### src/rtl/data_mem_pkg.sv
// Shared types and constants for the parametrised data memory.
//   mem_state_t   : clear sequencer state (idle / sweeping)
//   READ_LAT_*    : legal values of the READ_LAT parameter
package data_mem_pkg;

  typedef enum logic {MS_IDLE = 1'b0, MS_CLEAR = 1'b1} mem_state_t;

  localparam int unsigned READ_LAT_COMB = 0;
  localparam int unsigned READ_LAT_REG  = 1;

endpackage

### src/rtl/mem_clear_seq.sv
// Clear sequencer: sweeps every word of the array to zero, either after reset
// (CLEAR_ON_RESET=1) or on a single-cycle ClearReq.
// Ports:
//   Clk, Reset   : clock, synchronous active-low reset
//   ClearReq     : request a sweep (ignored while one is running)
//   Busy         : sweep in progress
//   clear_we     : write strobe for the zeroing write
//   clear_addr   : word being zeroed this cycle
//   clear_start  : pulses on the cycle a ClearReq is accepted
module mem_clear_seq
  import data_mem_pkg::*;
#(
  parameter int unsigned ADDR_W         = 8,
  parameter int unsigned DEPTH          = 256,
  parameter int unsigned CLEAR_ON_RESET = 1
) (
  input  logic              Clk,
  input  logic              Reset,
  input  logic              ClearReq,
  output logic              Busy,
  output logic              clear_we,
  output logic [ADDR_W-1:0] clear_addr,
  output logic              clear_start
);

  // Pointer is one bit wider than the address so DEPTH=2**ADDR_W needs no wrap case.
  localparam logic [ADDR_W:0] LastPtr    = (ADDR_W + 1)'(DEPTH - 1);
  localparam logic [ADDR_W:0] PtrOne     = (ADDR_W + 1)'(1);
  localparam mem_state_t      ResetState = (CLEAR_ON_RESET != 0) ? MS_CLEAR : MS_IDLE;

  mem_state_t        state_q, state_d;
  logic [ADDR_W:0]   clr_ptr_q, clr_ptr_d;

  always_ff @(posedge Clk) begin
    if (!Reset) begin
      state_q   <= ResetState;
      clr_ptr_q <= '0;
    end else begin
      state_q   <= state_d;
      clr_ptr_q <= clr_ptr_d;
    end
  end

  always_comb begin
    state_d     = state_q;
    clr_ptr_d   = clr_ptr_q;
    clear_start = 1'b0;
    unique case (state_q)
      MS_IDLE: begin
        if (ClearReq) begin
          state_d     = MS_CLEAR;
          clr_ptr_d   = '0;
          clear_start = 1'b1;
        end
      end
      MS_CLEAR: begin
        clr_ptr_d = clr_ptr_q + PtrOne;
        if (clr_ptr_q == LastPtr) begin
          state_d = MS_IDLE;
        end
      end
      default: state_d = MS_IDLE;
    endcase
  end

  assign Busy       = (state_q == MS_CLEAR);
  assign clear_we   = Busy;
  assign clear_addr = clr_ptr_q[ADDR_W-1:0];

endmodule

### src/rtl/data_mem_p.sv
// Parametrised single-port data memory with hardware clear sweep.
// Ports:
//   Clk, Reset    : clock, synchronous active-low reset
//   WriteEn       : write DataIn to DataAddress (dropped while Busy)
//   ReadEn        : read strobe; qualifies ReadValid
//   ClearReq      : start a zeroing sweep of the whole array
//   DataAddress   : shared read/write address
//   DataIn        : write data
//   DataOut       : read data (combinational or registered per READ_LAT)
//   ReadValid     : DataOut holds a completed read
//   Busy          : clear sweep running, user accesses not serviced
//   WriteDropped  : sticky, a write arrived while Busy
module data_mem_p
  import data_mem_pkg::*;
#(
  parameter int unsigned WIDTH          = 8,
  parameter int unsigned ADDR_W         = 8,
  parameter int unsigned DEPTH          = 256,
  parameter int unsigned READ_LAT       = 1,
  parameter int unsigned CLEAR_ON_RESET = 1
) (
  input  logic              Clk,
  input  logic              Reset,
  input  logic              WriteEn,
  input  logic              ReadEn,
  input  logic              ClearReq,
  input  logic [ADDR_W-1:0] DataAddress,
  input  logic [WIDTH-1:0]  DataIn,
  output logic [WIDTH-1:0]  DataOut,
  output logic              ReadValid,
  output logic              Busy,
  output logic              WriteDropped
);

  localparam int unsigned     IdxW   = (DEPTH > 1) ? $clog2(DEPTH) : 1;
  localparam logic [ADDR_W:0] DepthW = (ADDR_W + 1)'(DEPTH);

  if (!((READ_LAT == READ_LAT_COMB) || (READ_LAT == READ_LAT_REG))) begin : g_bad_lat
    $error("data_mem_p: READ_LAT must be 0 or 1");
  end
  if ((DEPTH < 1) || (64'(DEPTH) > (64'(1) << ADDR_W))) begin : g_bad_depth
    $error("data_mem_p: DEPTH must be in 1..2**ADDR_W");
  end

  logic              clear_we;
  logic              clear_start;
  logic [ADDR_W-1:0] clear_addr;

  mem_clear_seq #(
    .ADDR_W         (ADDR_W),
    .DEPTH          (DEPTH),
    .CLEAR_ON_RESET (CLEAR_ON_RESET)
  ) u_clear_seq (
    .Clk         (Clk),
    .Reset       (Reset),
    .ClearReq    (ClearReq),
    .Busy        (Busy),
    .clear_we    (clear_we),
    .clear_addr  (clear_addr),
    .clear_start (clear_start)
  );

  logic [WIDTH-1:0] core [DEPTH];

  logic            in_range;
  logic [IdxW-1:0] idx;
  logic [IdxW-1:0] clr_idx;
  logic            user_we;
  logic [WIDTH-1:0] rd_word;

  // Out-of-range addresses must never alias onto a real word.
  assign in_range = ({1'b0, DataAddress} < DepthW);
  assign idx      = IdxW'(DataAddress);
  assign clr_idx  = IdxW'(clear_addr);
  assign user_we  = WriteEn & ~Busy & in_range;
  assign rd_word  = in_range ? core[idx] : '0;

  // Array has no reset; the sweep is the only way to give it known contents.
  always_ff @(posedge Clk) begin
    if (clear_we) begin
      core[clr_idx] <= '0;
    end else if (user_we) begin
      core[idx] <= DataIn;
    end
  end

  always_ff @(posedge Clk) begin
    if (!Reset) begin
      WriteDropped <= 1'b0;
    end else if (clear_start) begin
      WriteDropped <= 1'b0;
    end else if (WriteEn && Busy) begin
      WriteDropped <= 1'b1;
    end
  end

  if (READ_LAT == READ_LAT_COMB) begin : g_comb
    // Read-old: a same-cycle write lands only at the edge.
    assign DataOut   = Busy ? '0 : rd_word;
    assign ReadValid = ReadEn & ~Busy;
  end else begin : g_reg
    logic [WIDTH-1:0] dout_q;
    logic             rv_q;
    logic [WIDTH-1:0] rd_next;

    // Write-first bypass for a same-cycle write to the shared address.
    assign rd_next = (WriteEn && in_range) ? DataIn : rd_word;

    always_ff @(posedge Clk) begin
      if (!Reset) begin
        dout_q <= '0;
        rv_q   <= 1'b0;
      end else begin
        rv_q <= ReadEn & ~Busy;
        if (ReadEn && !Busy) begin
          dout_q <= rd_next;
        end
      end
    end

    assign DataOut   = dout_q;
    assign ReadValid = rv_q;
  end

endmodule

### config.mk
export PLATFORM = sky130hd
export DESIGN_NAME = data_mem_p
export DESIGN_NICKNAME = d
export VERILOG_FILES = /design/src/rtl/data_mem_pkg.sv /design/src/rtl/mem_clear_seq.sv /design/src/rtl/data_mem_p.sv
export SDC_FILE = /design/constraint.sdc
export NUM_CORES = 2
export LEC_CHECK = 0
export ABC_AREA = 0
export CELL_PAD_IN_SITES_DETAIL_PLACEMENT = 0
export CELL_PAD_IN_SITES_GLOBAL_PLACEMENT = 1
export CORE_MARGIN = 8
export CORE_UTILIZATION = 35
export CTS_CLUSTER_SIZE = 14
export DETAILED_ROUTE_END_ITERATION = 7
export PLACE_DENSITY_LB_ADDON = 0.15
export SYNTH_ARGS = -nofsm -noshare
export SYNTH_HDL_FRONTEND = slang
export SYNTH_SLANG_ARGS = --single-unit
### constraint.sdc
create_clock -name Clk -period 10.5 [get_ports Clk]
set_input_delay 1.575 -clock Clk [delete_from_list [all_inputs] [get_ports Clk]]
set_output_delay 1.575 -clock Clk [all_outputs]
set_load 0.02 [all_outputs]
==> results.py <==
metrics = {
    "global_routing": {
        "track_usage_pct": 20.1,
        "grt_max_degree": 160,
        "antenna_found_initial": 11,
        "gr-total-overflow": 0,
        "grt_pass1_wl_um": 353000,
        "grt_pass1_vias": 41400,
    },
    "drt": {
        "viasPerCell": 5.60,
        "ant_nets": 0,
        "num_vias": 41300,
        "wl_um": 257000,
        "first_iter_violations": 4602,
        "drc": 0,
        "firstDrtPassIters": 7,
        "wl_per_cell_um": 34.9,
    },
    "power_and_ir_drop": {
        "p_leak_nw": 28.3,
        "peakVddDrop_uv": 140,
        "power_density_nw_per_um2": 189,
    },
    "run_status": {
        "status": "finished with violations",
        "violations": "max-capacitance violations",
    },
    "synthesis": {
        "ys_ff_latch": 2068,
        "synth_edf_count": 2048,
        "synth_cell_type_count": 72,
        "ys_seq_area_share_pct": 76.2,
        "netlist_area_um2": 81200,
        "yosys_most_used_dff": "edfxtp_1",
        "async_flop_share_pct": 0,
        "syn_nets": 4048,
        "syn_avg_cell_area_um2": 20.2,
        "synthCells": 4025,
        "yosysWarnings": 0,
    },
    "cells_and_area": {
        "layout_commonest_cell": "edfxtp_1",
        "postLayoutCellArea_um2": 91800,
        "layout_common_cells": "edfxtp_1, mux4_2, nor2_1",
        "syn_to_final_growth_pct": 13.1,
        "nets": 4155,
        "drive_above_1_share_pct": 21.2,
    },
    "worst_setup_path": {
        "r2r_start": "u_clear_seq.Busy",
        "worstPathRequired_ps": 10950,
        "crit_path_start_kind": "input port",
        "path_max_fanout": 21,
        "cp_data_arrival_time_ps": 6110,
        "crit_type": "input port to register",
        "startpoint": "WriteEn",
        "endpoint_kind": "register",
    },
    "timing": {
        "fin_tns_setup_ps": 0,
        "min_period_ps": 5660,
        "finalCritPeriodShare_pct": 53.9,
        "fin_skew_ps": 44.3,
        "rsz0062_at_grt": "false",
        "finalWorstSetupSlack_ps": 4840,
        "timing.fmax_mhz": 177,
        "relSlewSlack_pct": 0.246,
        "hold_ws_ps": 495,
        "setup_viol": 0,
        "worst_pin_slew_ps": 1480,
        "finalHoldViolCount": 0,
        "slew_viol_final": 0,
    },
    "die": {
        "core_um2": 232000,
        "io_pins": 32,
        "dieArea_um2": 248000,
        "fp-row-count": 177,
        "die_x_um": 498,
        "initial_core_util_pct": 35.0,
        "dieHeight_um": 498,
    },
    "clocking": {
        "clockRootBuffer": "clkbuf_16",
        "clock_latency_ps": 860,
        "cts_sinks": 2068,
        "post_cts_resized": 0,
        "hold_buffers": 0,
        "clkTransAtPathRegs_ps": 60,
        "cts_tree": "done",
        "cts_buffer_depth": 3,
        "htree_levels": 4,
        "cts_inserted_buffers": 215,
        "postCtsSetupRepairBufs": 0,
    },
    "place": {
        "post-place-ws_ps": 4030,
        "placed_area_um2": 84700,
        "hpwl_um": 160000,
        "numPortBuffers": 31,
        "globalplace.congestion": 0.845,
    },
    "flow_run": {
        "maxCapViolCount": 1,
    },
    "min_path": {
        "min-delay-start": "WriteDropped",
        "hold_path_class": "register to register",
    },
}
power by group:
group / leakage [nW] / total, mW / internal [mW] / switching [mW]
Combinational: 6.22 / 0.751 / 0.245 / 0.506
Clock: 3.41 / 7.65 / 4.39 / 3.26
Sequential: 18.7 / 8.95 / 8.94 / 0.00494
Total: 28.3 / 17.3 / 13.6 / 3.77
cells in the mapped netlist, types with 7 or more instances:
| master | count | area share [%] |
|---|---|---|
| a211oi_1 | 12 | 0.11 |
| a21oi_1 | 62 | 0.38 |
| a221oi_1 | 14 | 0.15 |
| a22o_1 | 11 | 0.12 |
| a22oi_1 | 77 | 0.71 |
| a31oi_1 | 21 | 0.16 |
| and2_1 | 22 | 0.17 |
| and3_1 | 7 | 0.054 |
| buf_1 | 17 | 0.079 |
| buf_2 | 69 | 0.43 |
| buf_4 | 20 | 0.18 |
| buf_6 | 46 | 0.64 |
| buf_8 | 10 | 0.18 |
| clkbuf_1 | 81 | 0.37 |
| dfxtp_1 | 20 | 0.49 |
| edfxtp_1 | 2048 | 76 |
| mux2_2 | 15 | 0.21 |
| mux2i_1 | 203 | 2.5 |
| mux4_1 | 7 | 0.23 |
| mux4_2 | 417 | 12 |
| nand2_1 | 135 | 0.62 |
| nand2b_1 | 15 | 0.12 |
| nand3_1 | 51 | 0.31 |
| nand4_1 | 14 | 0.11 |
| nor2_1 | 298 | 1.4 |
| nor2b_1 | 19 | 0.15 |
| nor3_1 | 31 | 0.19 |
| nor4_1 | 10 | 0.077 |
| o21ai_0 | 46 | 0.28 |
| o21ai_1 | 7 | 0.043 |
| o221ai_1 | 34 | 0.37 |
| o22ai_1 | 58 | 0.45 |
| or3_1 | 11 | 0.085 |
| xor2_1 | 9 | 0.097 |
sequential cells by signal, summed over array words and instances, names as in the netlist:
signal,count
DataOut,8
ReadValid,1
WriteDropped,1
core,2048
u_clear_seq.Busy,1
u_clear_seq.clr_ptr_q,9
cells by family (layout without fill, tap and decap cells):
kind of cell             count (synthesis)  after routing  synth area share (%)
multiplexers                           642            642                  14.5
AND/OR/NAND/NOR                        632            632                  3.44
AO/OA/AOI/OAI                          413            413                  3.59
flip-flops                            2068           2068                  76.2
buffers and inverters                  257            543                  2.08
XOR/XNOR                                11             11                 0.119
adder cells (fa/ha/maj)                  2              2                0.0308
other                                    0              7                     0
per-layer routing:
| layer | wire (µm) | GRT usage (%) | vias up |
|---|---|---|---|
| li1 | - | - | 16900 |
| met4 | 6600 | 5.32 | 0 |
| met2 | 123000 | 32.7 | 1402 |
| met5 | 0 | 0 | - |
| met3 | 14600 | 3.01 | 313 |
| met1 | 113000 | 28.5 | 22600 |
metrics by stage:
stage,utilization [%],power [mW],instances
after global routing,39.6,17.8,7356
after CTS,39.6,17.5,7354
after detailed placement,36.6,9.88,6958
after floorplan,-,9.56,4025
after global placement,36.6,9.88,6958
final,39.6,17.3,7361
final cells by class:
class	instances	area [µm²]
Timing Repair Buffer	140	1230
Antenna cell	7	17.5
Sequential cell	2068	61900
Inverter	7	27.5
Clock inverter	136	1440
Tap cell	3043	3810
Fill cell	20700	140000
Clock buffer	260	5600
Multi-Input combinational cell	1700	17800
final timing paths:
check,end,slack [ps],cells after the start
setup / recovery,core[148][4],4840,5
hold / removal,WriteDropped,490,2
setup reg to reg,core[148][4],5280,5
hold reg to reg,WriteDropped,490,2
worst max-delay path: stages:
cell and delay, ps:
clkdlybuf4s50_1 670, nand2_1 630, o21ai_0 1370, nand2_1 820, nor2_1 1010
No activity file was read; power rests on OpenSTA's default activity.
